==> src/rtl/axi_lite_to_reg_bridge.sv <==
// AXI4-Lite slave to register-bus master bridge: one-entry buffer per AXI
// request channel, one register access in flight, errors returned as SLVERR.
package axi_lite_to_reg_bridge_pkg;
  localparam int unsigned ADDR_W = 48;
  localparam int unsigned DATA_W = 32;
  localparam int unsigned STRB_W = DATA_W / 8;

  typedef struct packed {
    logic [ADDR_W-1:0] addr;
  } axi_lite_ax_t;

  typedef struct packed {
    logic [DATA_W-1:0] data;
    logic [STRB_W-1:0] strb;
  } axi_lite_w_t;

  typedef struct packed {
    logic [1:0] resp;
  } axi_lite_b_t;

  typedef struct packed {
    logic [DATA_W-1:0] data;
    logic [1:0]        resp;
  } axi_lite_r_t;

  typedef struct packed {
    axi_lite_ax_t aw;
    logic         aw_valid;
    axi_lite_w_t  w;
    logic         w_valid;
    logic         b_ready;
    axi_lite_ax_t ar;
    logic         ar_valid;
    logic         r_ready;
  } axi_lite_req_t;

  typedef struct packed {
    logic        aw_ready;
    logic        w_ready;
    axi_lite_b_t b;
    logic        b_valid;
    logic        ar_ready;
    axi_lite_r_t r;
    logic        r_valid;
  } axi_lite_rsp_t;

  typedef struct packed {
    logic [ADDR_W-1:0] addr;
    logic              write;
    logic [DATA_W-1:0] wdata;
    logic [STRB_W-1:0] wstrb;
    logic              valid;
  } reg_req_t;

  typedef struct packed {
    logic [DATA_W-1:0] rdata;
    logic              error;
    logic              ready;
  } reg_rsp_t;

  // Encoding exposed on dbg_state_o.
  typedef enum logic [2:0] {
    ST_IDLE      = 3'd0,
    ST_WR_ACCESS = 3'd1,
    ST_RD_ACCESS = 3'd2,
    ST_WR_RESP   = 3'd3,
    ST_RD_RESP   = 3'd4
  } state_e;
endpackage

module axi_lite_to_reg_bridge #(
  parameter int unsigned ADDR_WIDTH = 48,
  parameter int unsigned DATA_WIDTH = 32,
  parameter type axi_lite_req_t = axi_lite_to_reg_bridge_pkg::axi_lite_req_t,
  parameter type axi_lite_rsp_t = axi_lite_to_reg_bridge_pkg::axi_lite_rsp_t,
  parameter type reg_req_t      = axi_lite_to_reg_bridge_pkg::reg_req_t,
  parameter type reg_rsp_t      = axi_lite_to_reg_bridge_pkg::reg_rsp_t
) (
  input  logic          clk_i,
  input  logic          rst_i,
  input  axi_lite_req_t axi_lite_req_i,
  output axi_lite_rsp_t axi_lite_rsp_o,
  output reg_req_t      reg_req_o,
  input  reg_rsp_t      reg_rsp_i,
  output logic [2:0]    dbg_state_o
);
  import axi_lite_to_reg_bridge_pkg::state_e;
  import axi_lite_to_reg_bridge_pkg::ST_IDLE;
  import axi_lite_to_reg_bridge_pkg::ST_WR_ACCESS;
  import axi_lite_to_reg_bridge_pkg::ST_RD_ACCESS;
  import axi_lite_to_reg_bridge_pkg::ST_WR_RESP;
  import axi_lite_to_reg_bridge_pkg::ST_RD_RESP;

  localparam int unsigned STRB_WIDTH = DATA_WIDTH / 8;

  // Handshakes on every channel: a beat transfers on a rising edge where valid
  // and ready are both high; a source holds valid and payload until then, and
  // every ready driven here comes from registered state only.
  state_e                  state_q,   state_d;
  logic                    prio_rd_q, prio_rd_d;
  logic                    aw_full_q, aw_full_d;
  logic                    w_full_q,  w_full_d;
  logic                    ar_full_q, ar_full_d;
  logic [ADDR_WIDTH-1:0]   aw_addr_q, aw_addr_d;
  logic [DATA_WIDTH-1:0]   w_data_q,  w_data_d;
  logic [STRB_WIDTH-1:0]   w_strb_q,  w_strb_d;
  logic [ADDR_WIDTH-1:0]   ar_addr_q, ar_addr_d;
  logic                    err_q,     err_d;
  logic [DATA_WIDTH-1:0]   rdata_q,   rdata_d;

  logic aw_hs, w_hs, ar_hs;
  logic wr_elig, rd_elig;

  always_comb begin
    aw_hs = axi_lite_req_i.aw_valid & ~aw_full_q;
    w_hs  = axi_lite_req_i.w_valid  & ~w_full_q;
    ar_hs = axi_lite_req_i.ar_valid & ~ar_full_q;
    // A beat arriving this cycle counts, so IDLE reaches ACCESS one cycle after the handshake.
    wr_elig = (aw_full_q | aw_hs) & (w_full_q | w_hs);
    rd_elig = ar_full_q | ar_hs;

    state_d   = state_q;
    prio_rd_d = prio_rd_q;
    aw_full_d = aw_full_q;
    w_full_d  = w_full_q;
    ar_full_d = ar_full_q;
    aw_addr_d = aw_addr_q;
    w_data_d  = w_data_q;
    w_strb_d  = w_strb_q;
    ar_addr_d = ar_addr_q;
    err_d     = err_q;
    rdata_d   = rdata_q;

    if (aw_hs) begin
      aw_full_d = 1'b1;
      aw_addr_d = axi_lite_req_i.aw.addr;
    end
    if (w_hs) begin
      w_full_d = 1'b1;
      w_data_d = axi_lite_req_i.w.data;
      w_strb_d = axi_lite_req_i.w.strb;
    end
    if (ar_hs) begin
      ar_full_d = 1'b1;
      ar_addr_d = axi_lite_req_i.ar.addr;
    end

    unique case (state_q)
      ST_IDLE: begin
        if (wr_elig && rd_elig) begin
          state_d   = prio_rd_q ? ST_RD_ACCESS : ST_WR_ACCESS;
          prio_rd_d = ~prio_rd_q;
        end else if (wr_elig) begin
          state_d = ST_WR_ACCESS;
        end else if (rd_elig) begin
          state_d = ST_RD_ACCESS;
        end
      end
      ST_WR_ACCESS: begin
        if (reg_rsp_i.ready) begin
          err_d   = reg_rsp_i.error;
          state_d = ST_WR_RESP;
        end
      end
      ST_RD_ACCESS: begin
        if (reg_rsp_i.ready) begin
          err_d   = reg_rsp_i.error;
          rdata_d = reg_rsp_i.rdata;
          state_d = ST_RD_RESP;
        end
      end
      ST_WR_RESP: begin
        if (axi_lite_req_i.b_ready) begin
          aw_full_d = 1'b0;
          w_full_d  = 1'b0;
          state_d   = ST_IDLE;
        end
      end
      ST_RD_RESP: begin
        if (axi_lite_req_i.r_ready) begin
          ar_full_d = 1'b0;
          state_d   = ST_IDLE;
        end
      end
      default: state_d = ST_IDLE;
    endcase
  end

  always_ff @(posedge clk_i or posedge rst_i) begin
    if (rst_i) begin
      state_q   <= ST_IDLE;
      prio_rd_q <= 1'b0;
      aw_full_q <= 1'b0;
      w_full_q  <= 1'b0;
      ar_full_q <= 1'b0;
      aw_addr_q <= '0;
      w_data_q  <= '0;
      w_strb_q  <= '0;
      ar_addr_q <= '0;
      err_q     <= 1'b0;
      rdata_q   <= '0;
    end else begin
      state_q   <= state_d;
      prio_rd_q <= prio_rd_d;
      aw_full_q <= aw_full_d;
      w_full_q  <= w_full_d;
      ar_full_q <= ar_full_d;
      aw_addr_q <= aw_addr_d;
      w_data_q  <= w_data_d;
      w_strb_q  <= w_strb_d;
      ar_addr_q <= ar_addr_d;
      err_q     <= err_d;
      rdata_q   <= rdata_d;
    end
  end

  // Every output is a function of registered state, so payloads stay stable while waiting.
  always_comb begin
    axi_lite_rsp_o          = '0;
    axi_lite_rsp_o.aw_ready = ~aw_full_q;
    axi_lite_rsp_o.w_ready  = ~w_full_q;
    axi_lite_rsp_o.ar_ready = ~ar_full_q;
    axi_lite_rsp_o.b_valid  = (state_q == ST_WR_RESP);
    axi_lite_rsp_o.b.resp   = ((state_q == ST_WR_RESP) && err_q) ? 2'b10 : 2'b00;
    axi_lite_rsp_o.r_valid  = (state_q == ST_RD_RESP);
    axi_lite_rsp_o.r.resp   = ((state_q == ST_RD_RESP) && err_q) ? 2'b10 : 2'b00;
    axi_lite_rsp_o.r.data   = rdata_q;
  end

  always_comb begin
    reg_req_o = '0;
    if (state_q == ST_WR_ACCESS) begin
      reg_req_o.valid = 1'b1;
      reg_req_o.write = 1'b1;
      reg_req_o.addr  = aw_addr_q;
      reg_req_o.wdata = w_data_q;
      reg_req_o.wstrb = w_strb_q;
    end else if (state_q == ST_RD_ACCESS) begin
      reg_req_o.valid = 1'b1;
      reg_req_o.addr  = ar_addr_q;
    end
  end

  assign dbg_state_o = state_q;
endmodule

==> config.mk <==
export PLATFORM = sky130hd
export DESIGN_NAME = axi_lite_to_reg_bridge
export DESIGN_NICKNAME = d
export VERILOG_FILES = /design/src/rtl/axi_lite_to_reg_bridge.sv
export SDC_FILE = /design/constraint.sdc
export NUM_CORES = 1
export LEC_CHECK = 0
export BUFFER_PORTS_ARGS = -buffer_cell sky130_fd_sc_hd__buf_2
export CELL_PAD_IN_SITES_DETAIL_PLACEMENT = 1
export CELL_PAD_IN_SITES_GLOBAL_PLACEMENT = 1
export CORE_MARGIN = 4
export CORE_UTILIZATION = 39
export CTS_BUF_LIST = sky130_fd_sc_hd__clkbuf_8
export DETAILED_ROUTE_END_ITERATION = 8
export HOLD_SLACK_MARGIN = 0.02
export PLACE_DENSITY = 0.93
export SYNTH_ARGS = -nofsm -noshare
export SYNTH_HDL_FRONTEND = slang
export SYNTH_SLANG_ARGS = --single-unit
export TNS_END_PERCENT = 100
==> constraint.sdc <==
create_clock -name clk_i -period 7.05 [get_ports clk_i]
set_input_delay 1.0575 -clock clk_i [delete_from_list [all_inputs] [get_ports clk_i]]
set_output_delay 1.0575 -clock clk_i [all_outputs]
set_load 0.1 [all_outputs]
Word level (Yosys, flattened, before mapping):

Index checks and enable logic that the tools add are counted.

* output and inout bits: 130
* flip-flop bits (word level): 172
* bits of input ports: 173

* equal/unequal tests: 9
* mux-type cells: 25
* bitwise operators: 11
* reductions and logical operators: 9

Operator list (count)
* $mux W48: 2
* $mux W37: 1
* $mux W3: 7
* $pmux W3 S5: 1
* $mux W1: 11
* $ne A2 B2 Y1 const B: 4
* $eq A3 B2 Y1 const B: 2
* $mux W2: 3
* $reduce_and A2 Y1: 3
* $reduce_and A5 Y1: 1
* $and A1 B1 Y1: 4
* $ne A4 B4 Y1 const B: 1
* $not A1 Y1: 4
* $eq A3 B1 Y1 const B: 1
* $eq A3 B3 Y1 const B: 1
* $logic_and A1 B1 Y1: 3
* $logic_not A3 Y1: 1
* $or A1 B1 Y1: 3
* $reduce_or A2 Y1: 1

Logic depth before layout (Yosys ltp):

* depth in word-level cells: 7
* mapped depth: 6
* mapped depth without buffers: 3

Worst setup path after synthesis:

Ideal clock, no wire load.

* path type: flip-flop to output port
* from: register state_q[2], in the netlist dbg_state_o[2]
* to: output axi_lite_rsp_o[2] (netlist name)
* buffers on the path: 1
* cell stages (with the launch flop): 4
* setup slack: 1.423 ns
* arrival: 4.569 ns
* cell sequence: dfrtp_1 > buf_2 > nor3b_1 > and2_1

RTL lines
* start: declaration: line 99 `state_e state_q, state_d;`
* start signal: assignment: line 203 `state_q <= state_d;`
* end: declaration: line 82 `output axi_lite_rsp_t axi_lite_rsp_o,`

==> impl_metrics.toml <==
[status]
status = "finished, final reports clean"

[global_route]
grtUsageTotal_pct = 19.6
grt_pass1_vias = 6083
overflow = 0
grt_pass1_wl_um = 31800
grt_max_degree = 107
antenna_found_initial = 1

[placement]
place_inst = 1003
placed_cell_area_um2 = 8950
post-dp-hpwl_um = 15000
portBuffers = 300
gp_congestion = 0.770

[die]
start_util_pct = 40.0
rows = 49
die-area_um2 = 20900
core_area_um2 = 18100
die_h_um = 144
ioPinCount = 303
die_x_um = 144

[setup_path]
crit_start = "dbg_state_o[0]$_DFFE_PP0P_"
crit_family = "buffers and inverters"
reg2regPathDepth = 6
cpMostUsedCell = "buf_4"
cp_cell_sequence = "buf_4 > nor3b_4 > buf_4 > a22o_1 > buf_2"
endpoint = "reg_req_o[53]"
timing.rr.start = "dbg_state_o[0]$_DFFE_PP0P_"
crit_arrival_ps = 2550
r2r_end = "rdata_q[22]$_DFFE_PP0P_"
startpoint_type = "register"
critPathSlowestCell = "buf_4"
path_class = "register to primary output"
end_kind = "primary output"
critPathMaxStageDelay_ps = 520
crit_fanout = 49
path_buf_inv = 3
required_ps = 5990
regToRegSetupSlack_ps = 4550
path_depth = 5

[cells_and_area]
final_common_cell = "buf_2"
final_nets = 966
fin_cells = 1036
layout_common_cells = "300 x buf_2, 172 x dfrtp_1, 88 x mux2_1"
fillers = 1964
syn2layout_area_growth_pct = 28.7
design_area_um2 = 9340
layout-drive-gt1-share_pct = 52.7

[timing]
setup_viol = 0
post-route-min-period_ps = 3610
rsz0062_at_grt = "false"
hold_viol_final = 0
tns_ps = 0
slew_violations = 0
slew_headroom_pct = 36.7
tightest_slew_ps = 949
fin_crit_sh_pct = 51.2
fmax_mhz = 277
clock_skew_ps = 17.4
whs_ps = 488

[drt]
vias = 5321
drt_iter0_drc = 165
drt_pass1_iterations = 4
ant_nets = 0
drt-met1-wl_um = 7660
dr_wl_met3_um = 1420
drc_errors = 0
wl_um = 20500
vias_per_cell = 5.14
met2WireLength_um = 11000
top_layer = "met5"
wire_per_inst_um = 19.8

[cts]
cts_tree = "yes"
hold_buffers = 0
clk_latency_ps = 450
post_cts_resized = 0
htree_levels = 4
numCtsBuffers = 17
cts_buffer_depth = 2
clk_pin_slew_ps = 100
cts_sinks = 172
cts_setup_buffers = 0
clock-root-buffer = "clkbuf_8"

[synthesis]
synth_seq_cells = 172
synthXorXnorAreaFrac_pct = 0.241
synth_simple_gate_area_share_pct = 4.97
synth_area_per_cell_um2 = 14.4
synth_area_um2 = 7260
synth_cells = 504
synth_compound_area_share_pct = 6.64
synth.area.mux_share_pct = 25.7
ys_warn_count = 0
ys_types = 29
synth_top_family_by_area = "multiplexers"
seq_area_frac_synth_pct = 59.3
synthAdderAreaFrac_pct = 0

[run]
drv_cap = 0

[worst_hold_path]
hold_depth = 1
hold_path_class = "register to register"
## cells in the mapped netlist
cell,n,area share (%)
and2_1,3,0.26
nor3b_2,1,0.17
mux2_1,88,14
clkbuf_1,13,0.67
o21a_1,1,0.10
mux2i_1,1,0.14
mux2_2,77,12
buf_2,21,1.4
nor4b_1,1,0.12
nor2b_1,4,0.34
a22o_1,48,5.8
nor3_1,4,0.28
a21o_1,2,0.21
and3_1,37,3.2
o22ai_1,1,0.086
inv_2,1,0.052
nand2_1,1,0.052
or3_1,1,0.086
xnor2_1,1,0.12
o21ai_0,2,0.14
nor2_1,5,0.26
dfrtp_1,172,59
buf_4,6,0.62
conb_1,1,0.052
xor2_1,1,0.12
nor3b_1,2,0.21
inv_1,5,0.26
o31ai_1,1,0.10
a21oi_1,3,0.21
## routing by layer
layer | global-route usage (%) | up-vias
li1 | - | 2395
met1 | 21.6 | 2683
met2 | 35.7 | 207
met3 | 5.62 | 34
met4 | 7.61 | 2
met5 | 0 | -
## sequential cells by signal (all words and copies together), names as in the netlist
register and count:
prio_rd_q 1, aw_full_q 1, w_full_q 1, aw_addr_q 48, ar_full_q 1, w_data_q 32, w_strb_q 4, err_q 1
rdata_q 32, ar_addr_q 48, dbg_state_o 3
## cells by family (layout without fill, tap and decap cells)
logic type / after synthesis / after routing
flops: 172 / 172
simple gates: 59 / 59
compound gates: 58 / 58
buf+inv: 46 / 347
mux: 166 / 166
other cells: 1 / 3
xor+xnor: 2 / 2
## worst min path at each step
| stage | from | endpoint | slack (ps) |
|---|---|---|---|
| after global placement | w_strb_q[0]$_DFFE_PP0P_ | w_strb_q[0]$_DFFE_PP0P_ | 460 |
| after CTS | w_data_q[17]$_DFFE_PP0P_ | w_data_q[17]$_DFFE_PP0P_ | 490 |
| after detailed placement | w_data_q[17]$_DFFE_PP0P_ | w_data_q[17]$_DFFE_PP0P_ | 470 |
| after global routing | rdata_q[26]$_DFFE_PP0P_ | rdata_q[26]$_DFFE_PP0P_ | 500 |
| after floorplan | prio_rd_q$_DFFE_PP0P_ | prio_rd_q$_DFFE_PP0P_ | 440 |
| final | w_data_q[17]$_DFFE_PP0P_ | w_data_q[17]$_DFFE_PP0P_ | 490 |
## metrics by stage
stage	util, %	setup slack [ps]
after floorplan	-	1330
after global placement	49.3	3940
after detailed placement	49.3	3920
after CTS	51.5	3400
after global routing	51.5	3280
final	51.5	3440
## cell type report
cell class,count,area [um2],share of cell area [%]
Sequential cell,172,4300,46.1
Multi-Input combinational cell,287,2760,29.6
Timing Repair Buffer,309,1570,16.8
Tap cell,229,287,3.07
Clock buffer,19,262,2.80
Clock inverter,13,125,1.34
Inverter,6,27.5,0.295
Antenna cell,1,2.50,0.0268
Power is not shown: default switching activity piles up to over one toggle a cycle in this logic, so the estimate is an artifact.
